`src/rtl/gray_to_binary_pipe.sv`:
```
// Two-stage Gray-to-binary decoder with valid/ready flow control.
// Flags input steps of more than one bit and counts them in a saturating counter.
module gray_to_binary_pipe #(
  parameter int VEC_W = 4,
  parameter int CNT_W = 8
) (
  input  logic             clk_i,
  input  logic             rst_ni,
  input  logic [VEC_W-1:0] gray_i,
  input  logic             valid_i,
  output logic             ready_o,
  output logic [VEC_W-1:0] bin_o,
  output logic             valid_o,
  input  logic             ready_i,
  output logic             step_err_o,
  output logic [CNT_W-1:0] err_cnt_o
);

  localparam logic [VEC_W-1:0] VEC_ONE = VEC_W'(1);
  localparam logic [CNT_W-1:0] CNT_ONE = CNT_W'(1);
  localparam logic [CNT_W-1:0] CNT_MAX = '1;

  function automatic logic [VEC_W-1:0] gray_to_bin(input logic [VEC_W-1:0] g);
    logic [VEC_W-1:0] b;
    b[VEC_W-1] = g[VEC_W-1];
    for (int k = VEC_W - 2; k >= 0; k--) begin
      b[k] = b[k+1] ^ g[k];
    end
    return b;
  endfunction

  // Stage 1 state plus the step-check history
  logic             r_s1_vld;
  logic [VEC_W-1:0] r_s1_gray;
  logic             r_s1_err;
  logic [VEC_W-1:0] r_prev_gray;
  logic             r_prev_vld;

  // Stage 2 state drives the outputs directly
  logic             r_s2_vld;
  logic [VEC_W-1:0] r_s2_bin;
  logic             r_s2_err;
  logic [CNT_W-1:0] r_err_cnt;

  logic             w_s2_adv;
  logic             w_s1_adv;
  logic             w_accept;
  logic [VEC_W-1:0] w_diff;
  logic             w_step_err;
  logic [VEC_W-1:0] w_s1_bin;

  assign w_s2_adv = !r_s2_vld || ready_i;
  assign w_s1_adv = !r_s1_vld || w_s2_adv;
  // Gated by rst_ni so nothing is accepted while the block is held in reset.
  assign ready_o  = rst_ni && w_s1_adv;
  assign w_accept = valid_i && ready_o;

  // More than one bit set in the difference <=> clearing the lowest set bit leaves a non-zero word.
  assign w_diff     = gray_i ^ r_prev_gray;
  assign w_step_err = r_prev_vld && ((w_diff & (w_diff - VEC_ONE)) != '0);
  assign w_s1_bin   = gray_to_bin(r_s1_gray);

  // NOTE: sequential state uses non-blocking assignments so every flop samples pre-edge values.
  always_ff @(posedge clk_i or negedge rst_ni) begin
    if (!rst_ni) begin
      r_s1_vld    <= 1'b0;
      r_s1_gray   <= '0;
      r_s1_err    <= 1'b0;
      r_prev_gray <= '0;
      r_prev_vld  <= 1'b0;
    end else begin
      if (w_s1_adv) begin
        r_s1_vld <= w_accept;
      end
      if (w_accept) begin
        r_s1_gray   <= gray_i;
        r_s1_err    <= w_step_err;
        r_prev_gray <= gray_i;
        r_prev_vld  <= 1'b1;
      end
    end
  end

  always_ff @(posedge clk_i or negedge rst_ni) begin
    if (!rst_ni) begin
      r_s2_vld  <= 1'b0;
      r_s2_bin  <= '0;
      r_s2_err  <= 1'b0;
      r_err_cnt <= '0;
    end else if (w_s2_adv) begin
      r_s2_vld <= r_s1_vld;
      if (r_s1_vld) begin
        r_s2_bin <= w_s1_bin;
        r_s2_err <= r_s1_err;
        if (r_s1_err && (r_err_cnt != CNT_MAX)) begin
          r_err_cnt <= r_err_cnt + CNT_ONE;
        end
      end
    end
  end

  assign valid_o    = r_s2_vld;
  assign bin_o      = r_s2_bin;
  assign step_err_o = r_s2_err;
  assign err_cnt_o  = r_err_cnt;

endmodule

```
`config.mk`:
```
export PLATFORM = sky130hd
export DESIGN_NAME = gray_to_binary_pipe
export DESIGN_NICKNAME = d
export VERILOG_FILES = /design/src/rtl/gray_to_binary_pipe.sv
export SDC_FILE = /design/constraint.sdc
export NUM_CORES = 1
export LEC_CHECK = 0
export ABC_AREA = 1
export CAP_MARGIN = 20
export CELL_PAD_IN_SITES_DETAIL_PLACEMENT = 1
export CELL_PAD_IN_SITES_GLOBAL_PLACEMENT = 1
export CORE_UTILIZATION = 40
export CTS_BUF_LIST = sky130_fd_sc_hd__clkbuf_4
export DETAILED_ROUTE_END_ITERATION = 10
export PLACE_DENSITY = 0.93
export SYNTH_ARGS = -nofsm -noshare
export SYNTH_HDL_FRONTEND = slang
export SYNTH_SLANG_ARGS = --single-unit
```
`constraint.sdc`:
```
create_clock -name clk_i -period 2.1 [get_ports clk_i]
set_input_delay 0.42 -clock clk_i [delete_from_list [all_inputs] [get_ports clk_i]]
set_output_delay 0.42 -clock clk_i [all_outputs]
set_load 0.05 [all_outputs]
```
Word level (Yosys, flattened, before mapping)
Index checks and enable logic that the tools add are counted.
{ "totals": {"register_bits": 21, "in_bits": 8, "out_inout_bits": 15} }
{ "classes": {"add_sub_neg": 2, "n_eq_ne": 1, "bitwise": 5, "n_reduce_logical": 11} }
{ "ops": {"columns": ["cell", "n"], "rows": [
  ["$add 8x1->8 const B", 1],
  ["$ne 8x8->1 const B", 1],
  ["$and 4x4->4", 1],
  ["$logic_and 1x1->1", 4],
  ["$reduce_bool 4->1", 1],
  ["$sub 4x1->4 const B", 1],
  ["$xor 4x4->4", 1],
  ["$reduce_and 3->1", 1],
  ["$xor 1x1->1", 3],
  ["$logic_not 1->1", 2],
  ["$logic_or 1x1->1", 2],
  ["$reduce_and 2->1", 1]
]} }

Logic depth before layout (Yosys ltp)
{ "logic_depth": {"word_depth": 5, "ltp_mapped": 9, "mapped_depth_nobuf": 9} }

Least setup slack after synthesis
OpenSTA, ideal clock, no wires.
{ "synth_path": {"path_type": "register to register", "from": "reg r_s2_vld (netlist: valid_o)", "to": "reg r_prev_gray[0]", "setup_ns": 0.126, "arrival_ns": 1.591, "required_time_ns": 1.974, "path_slack_ns": 0.382, "path_stages_with_launch": 8, "synth_period_minus_slack_ns": 1.718, "path_cell_list": "dfrtp_1 > nand3_1 > nand2_1 > inv_1 > nand2_1 > buf_4 > nand2_1 > o21ai_0"} }
{ "synth_between": {"elab_chain_len": 5} }
{ "synth_rtl": {"columns": ["element", "line_no", "source"], "rows": [
  ["start, declared", "40", "logic r_s2_vld;"],
  ["start signal, assigned", "91", "r_s2_vld <= r_s1_vld;"],
  ["$logic_not 1->1", "52", "assign w_s2_adv = !r_s2_vld || ready_i;"],
  ["$logic_or 1x1->1", "52", null],
  ["$logic_or 1x1->1", "53", "assign w_s1_adv = !r_s1_vld || w_s2_adv;"],
  ["$logic_and 1x1->1", "55", "assign ready_o = rst_ni && w_s1_adv;"],
  ["via ready_o", "11", "output logic ready_o,"],
  ["$logic_and 1x1->1", "56", "assign w_accept = valid_i && ready_o;"],
  ["end signal, assigned", "78", "r_prev_gray <= gray_i;"],
  ["end, declared", "36", "logic [VEC_W-1:0] r_prev_gray;"]
]} }
The timed path passes the listed nets, and every way through them passes these cells.
A chain may end at the register's enable or synchronous reset.

Worst setup path after layout
{ "layout_path": {"from": "reg r_err_cnt[5] (netlist: err_cnt_o[5])", "to": "out err_cnt_o[5]"} }
{ "layout_rtl": {"columns": ["element", "line_no", "source"], "rows": [
  ["start, declared", "43", "logic [CNT_W-1:0] r_err_cnt;"],
  ["start signal, assigned", "96", "r_err_cnt <= r_err_cnt + CNT_ONE;"],
  ["end, declared", "16", "output logic [CNT_W-1:0] err_cnt_o"]
]} }
No word-level cell between the ends.

==> out/metrics.cfg <==
[pwr]
power_frac_clock=0.134
power_frac_comb=0.482
p_int_uw=840.8
ir_worst_vdd_mv=0.7068
pwr-share-seq=0.384
power_density_nw_per_um2=1124
power.switching_uw=736.0
switching_share=0.4668
leakage_nw=0.7531

[finish]
nNetsFinal=183
drive_gt1_frac=0.06358
final_common_cell=nand2_1
final_cell_mix=67 x nand2_1, 21 x dfrtp_1, 19 x inv_1, 19 x clkdlybuf4s50_1, 9 x o21ai_0
diodes=0
syn_to_final_growth_pct=27.10
layoutNonFillerInstCount=203

[global_route]
first_global_vias=1034
grt_first_pass_wirelength_um=4450
antenna_found_initial=0
grt_usage=0.2162
grt_max_degree=22
overflow=0

[timing]
timing.final.crit_share=0.9669
setup_viol=0
maxSlewHeadroom=0.6448
fmax_ghz=0.4925
finalSetupTns_ps=0
clock_skew_ps=11.36
tightestPinTransition_ps=531.2
worst_slack_ps=69.58
rsz0062_at_grt=no
hold_violations=0
period_needed_ps=2030
slew_viol_final=0

[worst_setup_path]
endpoint_kind=output port
r2r_start=err_cnt_o[1]
rr_endpoint=err_cnt_o[7]
cp_top_family=buffers and inverters
ff2ff_path_depth=8
crit_path_max_fanout=6
slowest_delay_ps=840
start_kind=flip-flop
crit_slowest_cell=clkdlybuf4s50_1
crit_chain=clkdlybuf4s50_1
cp.arrival_ps=1610
timing.critical_path.buf_inv=1
critPathRequiredTime_ps=1680
r2r_setup_slack_ps=490
worstSetupPathType=reg2out

[placement]
dp_cells=199
hpwl_um=2100
portBuffers=22
gp_congestion=0.7738
pre_cts_ws_ps=262.5

[floorplanning]
dieArea_um2=2973
fp.dieH_um=54.53
rows=18
start_util=0.4336
chipWidth_um=54.53
core_area_um2=2545
pin_count=23

[drt]
via_per_inst=5.123
wl_um=2722
drc=0
vias=1040
drt_iter0_drc=8
drt_pass1_iterations=4
antenna_left=0
routedWlPerCell_um=13.41

[cts]
cts_sinks=21
clockRootBuffer=clkbuf_4
cts_buffers=3
cts_setup_buffers=0
clkSlewWorstSetupHoldPaths_ps=120
cts_buffer_depth=2
htree_num_levels=1
cts_hold_buf=0
cts_tree=done
clk_latency_ps=310

[yosys]
synth.area.mux_share=0
synth-seq-cells=21
yosys.area_share.simple=0.3141
synthXorXnorAreaFrac=0.04649
synthArstFlopShare=1.000
ys_seq_area_frac=0.4762
synthTopCellsByArea=dfrtp_1 48%, nand2_1 23%, inv_1 6.5%
synth_area_per_cell_um2=7.507
synthAdderAreaFrac=0.01134
synth_compound_area_frac=0.07029
ys_warn_count=0
synthesis.nets=156
synth_area_leader_cell=dfrtp_1
synth_area_um2=1104
synth_cells=147
synth_cell_types=19
synth_top_area_share=0.4762
synth_top_family_by_area=simple AND/OR/NAND/NOR gates
synth_edf_count=0
synthFlopType=dfrtp_1

[hold_path]
min_path_cells=2
whs_endpoint=r_prev_vld
hp-start=r_prev_vld
min_path_type=reg2reg

[run]
maxCapViolations=0

[run_status]
outcome=completed

-- layout make-up --
class	count	area, um^2
repair buffers	24	250.2
clock buffers	4	30.03
well taps	30	37.54
inverters	19	71.32
multi-input cells	105	488.0
fillers	322	1142
flip-flops and latches	21	525.5
-- metal layers --
metal / global-route usage / part of all wire / vias up
met5: 0 / 0 / -
met2: 0.3760 / 0.52 / 22
met3: 0.02778 / 0.037 / 2
met4: 0.09402 / 0.0037 / 0
met1: 0.2652 / 0.43 / 514
li1: - / - / 502
-- tightest hold or removal path: stages, from the launching register on --
cell and delay, ps:
dfrtp_1 350, inv_1 50, nand2_1 60
-- cells by family (layout without fill, tap and decap cells) --
kind of cell / after synthesis / after routing
fa+ha+maj: 1 / 1
simple gates: 86 / 86
buf+inv: 21 / 47
flops: 21 / 21
xor+xnor: 5 / 5
compound gates: 13 / 13
-- Yosys cell counts, types with 2 or more instances --
library cell,instances
dfrtp_1,21
inv_1,19
nand2_1,67
nand3_1,8
nand4_1,2
nor2_1,7
o21ai_0,9
xnor2_1,2
xor2_1,2
-- power groups by stage --
| stage | Sequential (mW) | Clock, mW | Combinational [mW] |
|---|---|---|---|
| after CTS | 0.605 | 0.215 | 0.770 |
| after global placement | 0.602 | 0 | 0.731 |
| after floorplan | 0.874 | 0 | 0.227 |
| final | 0.605 | 0.211 | 0.761 |
| after global routing | 0.618 | 0.234 | 0.824 |
| after detailed placement | 0.611 | 0 | 0.754 |
-- per-stage QoR --
step	util	cell area, um^2	power [mW]	hold slack, ps
CTS	0.5492	1398	1.590	491.1
finish	0.5511	1403	1.577	487.7
floorplan	-	1104	1.100	124.4
detailed placement	0.5374	1368	1.366	461.7
global route	0.5511	1403	1.676	525.5
global placement	0.5374	1368	1.333	439.7
-- sequential cells by signal (all words and copies together), names as in the netlist --
signal / count
bin_o: 4
r_prev_vld: 1
valid_o: 1
r_s1_err: 1
r_s1_vld: 1
step_err_o: 1
err_cnt_o: 8
r_prev_gray: 4
-- how the worst max path moves through the flow --
stage,startpoint,to,slack [ps],cells after the start
after floorplan,valid_o,r_prev_gray[0],380,7
after global placement,ready_i,err_cnt_o[3],340,7
after detailed placement,ready_i,err_cnt_o[3],260,7
after CTS,err_cnt_o[2],err_cnt_o[2],20,1
after global routing,err_cnt_o[5],err_cnt_o[5],30,1
final,err_cnt_o[5],err_cnt_o[5],70,1
-- what timing repair did --
action,4_1_cts,5_1_grt
gates resized for setup,0,2
setup endpoints to repair,0,2
endpoints found under the hold margin,0,0
(Power assumes the default switching activity.)
